[src/rtl/horizontal_line_plotter.sv]
// Rasterizes a filled horizontal bar, one pixel per accepted cycle, row-major.
// Owns its start/busy/done handshake and stalls on downstream ready.
module horizontal_line_plotter #(
  parameter int COORD_W  = 5,
  parameter int COLOUR_W = 3
) (
  input  logic                clk,
  input  logic                resetn,
  input  logic                start,
  input  logic [COORD_W-1:0]  x,
  input  logic [COORD_W-1:0]  y,
  input  logic [COORD_W-1:0]  length,
  input  logic [1:0]          thickness,
  input  logic [COLOUR_W-1:0] colour,
  input  logic                ready,
  output logic [COORD_W-1:0]  xOut,
  output logic [COORD_W-1:0]  yOut,
  output logic [COLOUR_W-1:0] colourOut,
  output logic                plot,
  output logic                busy,
  output logic                done
);

  typedef enum logic [1:0] {IDLE, DRAW, FIN} state_t;

  state_t              state, state_nxt;
  logic [COORD_W-1:0]  x_l, y_l, len_l;
  logic [1:0]          thk_l;
  logic [COLOUR_W-1:0] col_l;
  logic [COORD_W-1:0]  xcnt;
  logic [1:0]          ycnt;
  logic                accept, last_x, last_y;

  // Board coordinates wrap modulo 2**COORD_W; no clamping.
  function automatic logic [COORD_W-1:0] coord_add(input logic [COORD_W-1:0] a,
                                                   input logic [COORD_W-1:0] b);
    logic [COORD_W:0] s;
    s = {1'b0, a} + {1'b0, b};
    return s[COORD_W-1:0];
  endfunction

  assign accept = (state == DRAW) && ready;
  assign last_x = (xcnt == len_l);
  assign last_y = (ycnt == thk_l);

  always_ff @(posedge clk) begin
    if (!resetn) state <= IDLE;
    else         state <= state_nxt;
  end

  always_comb begin
    state_nxt = state;
    plot      = 1'b0;
    busy      = 1'b0;
    done      = 1'b0;
    case (state)
      IDLE: if (start) state_nxt = DRAW;
      DRAW: begin
        plot = 1'b1;
        busy = 1'b1;
        if (accept && last_x && last_y) state_nxt = FIN;
      end
      FIN: begin
        busy      = 1'b1;
        done      = 1'b1;
        state_nxt = IDLE;
      end
      default: state_nxt = IDLE;
    endcase
  end

  always_ff @(posedge clk) begin
    if (!resetn) begin
      x_l   <= '0;
      y_l   <= '0;
      len_l <= '0;
      thk_l <= '0;
      col_l <= '0;
      xcnt  <= '0;
      ycnt  <= '0;
    end else if (state == IDLE && start) begin
      x_l   <= x;
      y_l   <= y;
      len_l <= length;
      thk_l <= thickness;
      col_l <= colour;
      xcnt  <= '0;
      ycnt  <= '0;
    end else if (accept && !(last_x && last_y)) begin
      // End of a row restarts the column count and steps down one row.
      if (last_x) begin
        xcnt <= '0;
        ycnt <= ycnt + 2'd1;
      end else begin
        xcnt <= xcnt + 1'b1;
      end
    end
  end

  assign xOut      = coord_add(x_l, xcnt);
  assign yOut      = coord_add(y_l, {{(COORD_W-2){1'b0}}, ycnt});
  assign colourOut = col_l;

endmodule

[config.mk]
export PLATFORM = sky130hd
export DESIGN_NAME = horizontal_line_plotter
export DESIGN_NICKNAME = d
export VERILOG_FILES = /design/src/rtl/horizontal_line_plotter.sv
export SDC_FILE = /design/constraint.sdc
export NUM_CORES = 1
export LEC_CHECK = 0
export ABC_AREA = 1
export BUFFER_PORTS_ARGS = -buffer_cell sky130_fd_sc_hd__buf_2
export CORE_UTILIZATION = 50
export CTS_CLUSTER_SIZE = 8
export DETAILED_ROUTE_END_ITERATION = 12
export PLACE_DENSITY = 0.81
export SLEW_MARGIN = 20
export SYNTH_ARGS = -nofsm -noshare
export SYNTH_HDL_FRONTEND = slang
export SYNTH_SLANG_ARGS = --single-unit
[constraint.sdc]
create_clock -name clk -period 2.25 [get_ports clk]
set_clock_uncertainty 0.1 [all_clocks]
set_input_delay 0.45 -clock clk [delete_from_list [all_inputs] [get_ports clk]]
set_output_delay 0.45 -clock clk [all_outputs]
set_load 0.01 [all_outputs]
Yosys cells after proc, flatten, opt, wreduce, memory -nomap -nowiden:

Index checks and enable logic that the tools add are counted.

* logic and storage cells: 38
* input port bits: 24
* memories kept: 0
* memory bits (read-only): 0
* output and inout bits: 16
* memory bits (writable): 0
* latch bits: 0
* flip-flop bits (word level): 29

* reductions and logical operators: 12
* add/sub/neg operators: 4
* $lt $le $gt $ge: 0
* $mul: 0
* bitwise gates (word level): 1
* shift operators: 0
* equality and inequality tests: 6
* mux-type cells: 7
* div/mod/pow operators: 0

Operator list (number)
* $logic_and A1 B1 Y1: 6
* $add A5 B1 Y5 const B: 1
* $add A5 B2 Y5: 1
* $add A5 B5 Y5: 1
* $eq A5 B5 Y1: 1
* $mux W5: 1
* $mux W2: 2
* $pmux W2 S2: 1
* $reduce_and A2 Y1: 2
* $reduce_or A2 Y1: 2
* $mux W1: 3
* $add A2 B1 Y2 const B: 1
* $eq A2 B1 Y1 const B: 1
* $eq A2 B2 Y1: 1
* $eq A2 B2 Y1 const B: 1
* $logic_not A2 Y1: 1
* $ne A2 B1 Y1 const B: 1
* $ne A2 B2 Y1 const B: 1
* $logic_not A1 Y1: 1
* $not A1 Y1: 1

Longest topological paths before layout:

* depth in word-level cells: 6
* depth in mapped cells: 10
* gate-level depth less buffers: 10

Worst setup path before layout:

No wires, ideal clock.

* path kind: register -> output
* start: reg xcnt[0]
* end: out xOut[4]
* setup slack: 254 ps
* buffers on the path: 0
* stages on the path, launching flop included: 6
* required time: 1700 ps
* arrival time: 1446 ps
* cell sequence: dfxtp_1 > ha_1 > inv_1 > fa_1 > o21ai_0 > xor2_1

* cells in the longest elaborated chain, start to end: 1

Ends and longest elaborated chain
* start: declaration: RTL line 30 `logic [COORD_W-1:0] xcnt;`
* start signal: assignment: RTL line 95 `xcnt <= xcnt + 1'b1;`
* $add A5 B5 Y5: RTL line 38 `s = {1'b0, a} + {1'b0, b};`
* end: declaration: RTL line 16 `output logic [COORD_W-1:0] xOut,`

Every way passes these cells.

Worst setup path after layout:

* start: reg x_l[0]
* end: out xOut[4]

* cells in the longest elaborated chain, start to end: 1

Ends and longest elaborated chain
* start: declaration: RTL line 27 `logic [COORD_W-1:0] x_l, y_l, len_l;`
* start signal: assignment: RTL line 74 `x_l <= '0;`
* start signal: assignment: RTL line 82 `x_l <= x;`
* $add A5 B5 Y5: RTL line 38

Every way passes these cells.

==> impl_metrics.yaml <==
run_status:
  status: "completed"
finish:
  fin_util: 0.646
  multi_input_area_um2: 932
  layout.nets: 286
  area_growth_pct: 23.1
  final_cells: 293
  ff_latch_area_um2: 592
  drive_gt1_frac: 0.293
  fillers: 291
  n_antenna_cell: 0
logic_synthesis:
  synth_most_common_cell: "nor2_1"
  synth_top_family_by_area: "simple AND/OR/NAND/NOR gates"
  synth_xor_xnor_area_share: 0.0827
  synthMuxAreaShare: 0
  syn-num-nets: 242
  synth_seq_area_share: 0.365
  synthTopCellsByCount: "nor2_1 (41), dfxtp_1 (29), nand2_1 (24)"
  synth_adder_area_share: 0.120
  synth_ff_type: "dfxtp_1"
  async_flop_share: 0
  yosys.area.top_type: "dfxtp_1"
  synthCells: 204
  netlist.area_leader.share: 0.365
  synth-edff-count: 0
  ys_types: 24
  yosys-top-cells-area: "dfxtp_1 (37%), nor2_1 (9.7%), ha_1 (9.4%)"
  syn-cell-area_um2: 1590
  yosysWarnings: 0
  synth_compound_area_frac: 0.126
  yosys_register_bits: 29
  synth.avg_cell_area_um2: 7.79
  yosys.area_share.simple: 0.248
die:
  row_count: 20
  die_y_um: 58.4
  die_x_um: 58.4
  core_um2: 3030
  start_util: 0.525
  io_pins: 40
  dieArea_um2: 3410
global_route:
  grt_pass1_vias: 1280
  antenna_found_initial: 0
  grt.total_usage: 0.212
  grt_pass1_wl_um: 5380
  grt_max_degree: 24
  grt.overflow.total: 0
hold_path:
  hold_path.class: "input port to flip-flop"
  holdPathEnd: "x_l[3]"
  min_from: "x[3]"
  hold_depth: 3
timing:
  max_freq_mhz: 454
  hold_viol_final: 0
  fin_hold_ws_ps: 263
  tightest_slew_ps: 411
  slew_headroom: 0.725
  fin_crit_ps: 2200
  final-setup-viol-count: 0
  fin_setup_tns_ps: 0
  timing.final.crit_share: 0.980
  rsz0062_at_grt: "true"
  drv_slew: 0
setup_path:
  crit_buf_inv: 2
  ff2ff_path_depth: 7
  cpPeakStageDelay_ps: 350
  worstPathMaxFanout: 2
  reg2reg_from: "state[0]"
  crit_chain: "ha_1 -> inv_1 -> fa_2 -> o21ai_2 -> xor2_1 -> buf_2"
  slowest_stage: "fa_2"
  critPathKind: "flip-flop to output port"
  r2r_setup_slack_ps: 380
  cp-end-kind: "output port"
  reg2reg_to: "ycnt[0]"
  cp.required_ps: 1700
  critPathArrivalTime_ps: 1650
  start_kind: "flip-flop"
  path_delay_family: "adder cells"
power:
  leakagePower_nw: 0.951
  ir_drop_uv: 564
  finalPower_mw: 2.19
  power.density_nw_per_um2: 1120
routing:
  wl_met2_um: 1490
  drt_first_iter_violations: 43
  vias_per_cell: 4.84
  wl_met3_um: 121
  drt-total-wl_um: 3200
  highest_layer: "met4"
  drc_errors: 0
  vias: 1417
  antenna_left: 0
  drtPass1Iterations: 4
  wl_per_cell_um: 10.9
  drt-met1-wl_um: 1510
clock_network:
  root_buffer: "clkbuf_4"
  cts.path.max_buffers: 2
  cts_buffers: 5
  clk_latency_ps: 330
  cts.sinks: 29
  cts_tree: "done"
  h-tree-depth: 2
  cts.clk_slew.worst_paths_ps: 90
placed_design:
  dp_hpwl_um: 2290
  place_inst: 284
  io_buffers: 39
  place_congestion: 0.789
run:
  maxCapViolCount: 0
## worst max-delay path by stage
stage | startpoint | endpoint | slack, ps | cells past startpoint
2_1_floorplan | xcnt[0] | xOut[4] | 250 | 5
3_3_place_gp | x_l[0] | xOut[4] | 270 | 6
3_5_place_dp | x_l[0] | xOut[4] | 260 | 6
4_1_cts | ycnt[0] | yOut[4] | 10 | 5
5_1_grt | x_l[0] | xOut[4] | -30 | 6
6_report | x_l[0] | xOut[4] | 50 | 6
## state kept, by name, summed over array words and instances (netlist names)
register / cells
ycnt: 2
colourOut: 3
xcnt: 5
state: 2
y_l: 5
thk_l: 2
len_l: 5
x_l: 5
## layout make-up
cell class / instances / area share
Tap cell: 44 / 0.0282
Multi-Input combinational cell: 151 / 0.477
Sequential cell: 29 / 0.303
Timing Repair Buffer: 42 / 0.111
Clock buffer: 7 / 0.0282
Clock inverter: 1 / 0.0154
Inverter: 19 / 0.0377
## per-layer routing
layer	GRT usage	vias up
met2	0.348	33
met1	0.262	629
li1	-	748
met3	0.0462	7
met4	0.112	0
met5	0	-
## placed cells by master, fill, tap and decap left out, types with 2 or more instances in the layout
| cell | count |
|---|---|
| nand2_4 | 2 |
| o21ai_0 | 21 |
| buf_4 | 3 |
| nand3_1 | 8 |
| fa_2 | 2 |
| xor2_1 | 8 |
| xnor2_1 | 7 |
| nand4_1 | 2 |
| ha_1 | 11 |
| nand3_2 | 4 |
| nand2_1 | 24 |
| dfxtp_1 | 22 |
| a21oi_1 | 12 |
| nor2_1 | 41 |
| clkbuf_4 | 5 |
| dfxtp_2 | 6 |
| buf_2 | 39 |
| inv_1 | 17 |
## repair_timing
item / 4_1_cts / 5_1_grt
resized for setup: 4 / 10
setup buffers: 0 / 1
hold endpoints to repair: 0 / 0
hold buffers: 0 / 0
pin swaps: 1 / 1
endpoints found under the setup margin: 2 / 4
## logic make-up after synthesis
kind of cell	after synthesis
AO/OA/AOI/OAI	37
XOR/XNOR	15
adder cells (fa/ha/maj)	14
buffers and inverters	24
flip-flops	29
AND/OR/NAND/NOR	85
## tightest hold or removal path, stage by stage
cell,delay [ps]
buf_2,70
o21ai_0,70
nor2_1,70
## stage by stage
stage	instance area (um2)	setup WS (ps)
3_3_place_gp	1840	273
2_1_floorplan	1590	254
6_report	1960	45.2
4_1_cts	1930	10.3
5_1_grt	1960	-33.6
3_5_place_dp	1840	256
## where the power goes
group	switching, mW	internal [mW]	total (mW)
logic	0.610	0.376	0.986
registers	0.102	0.650	0.753
clock network	0.182	0.265	0.447
total	0.894	1.29	2.19
Note: power is estimated with default switching activity, not from simulation.
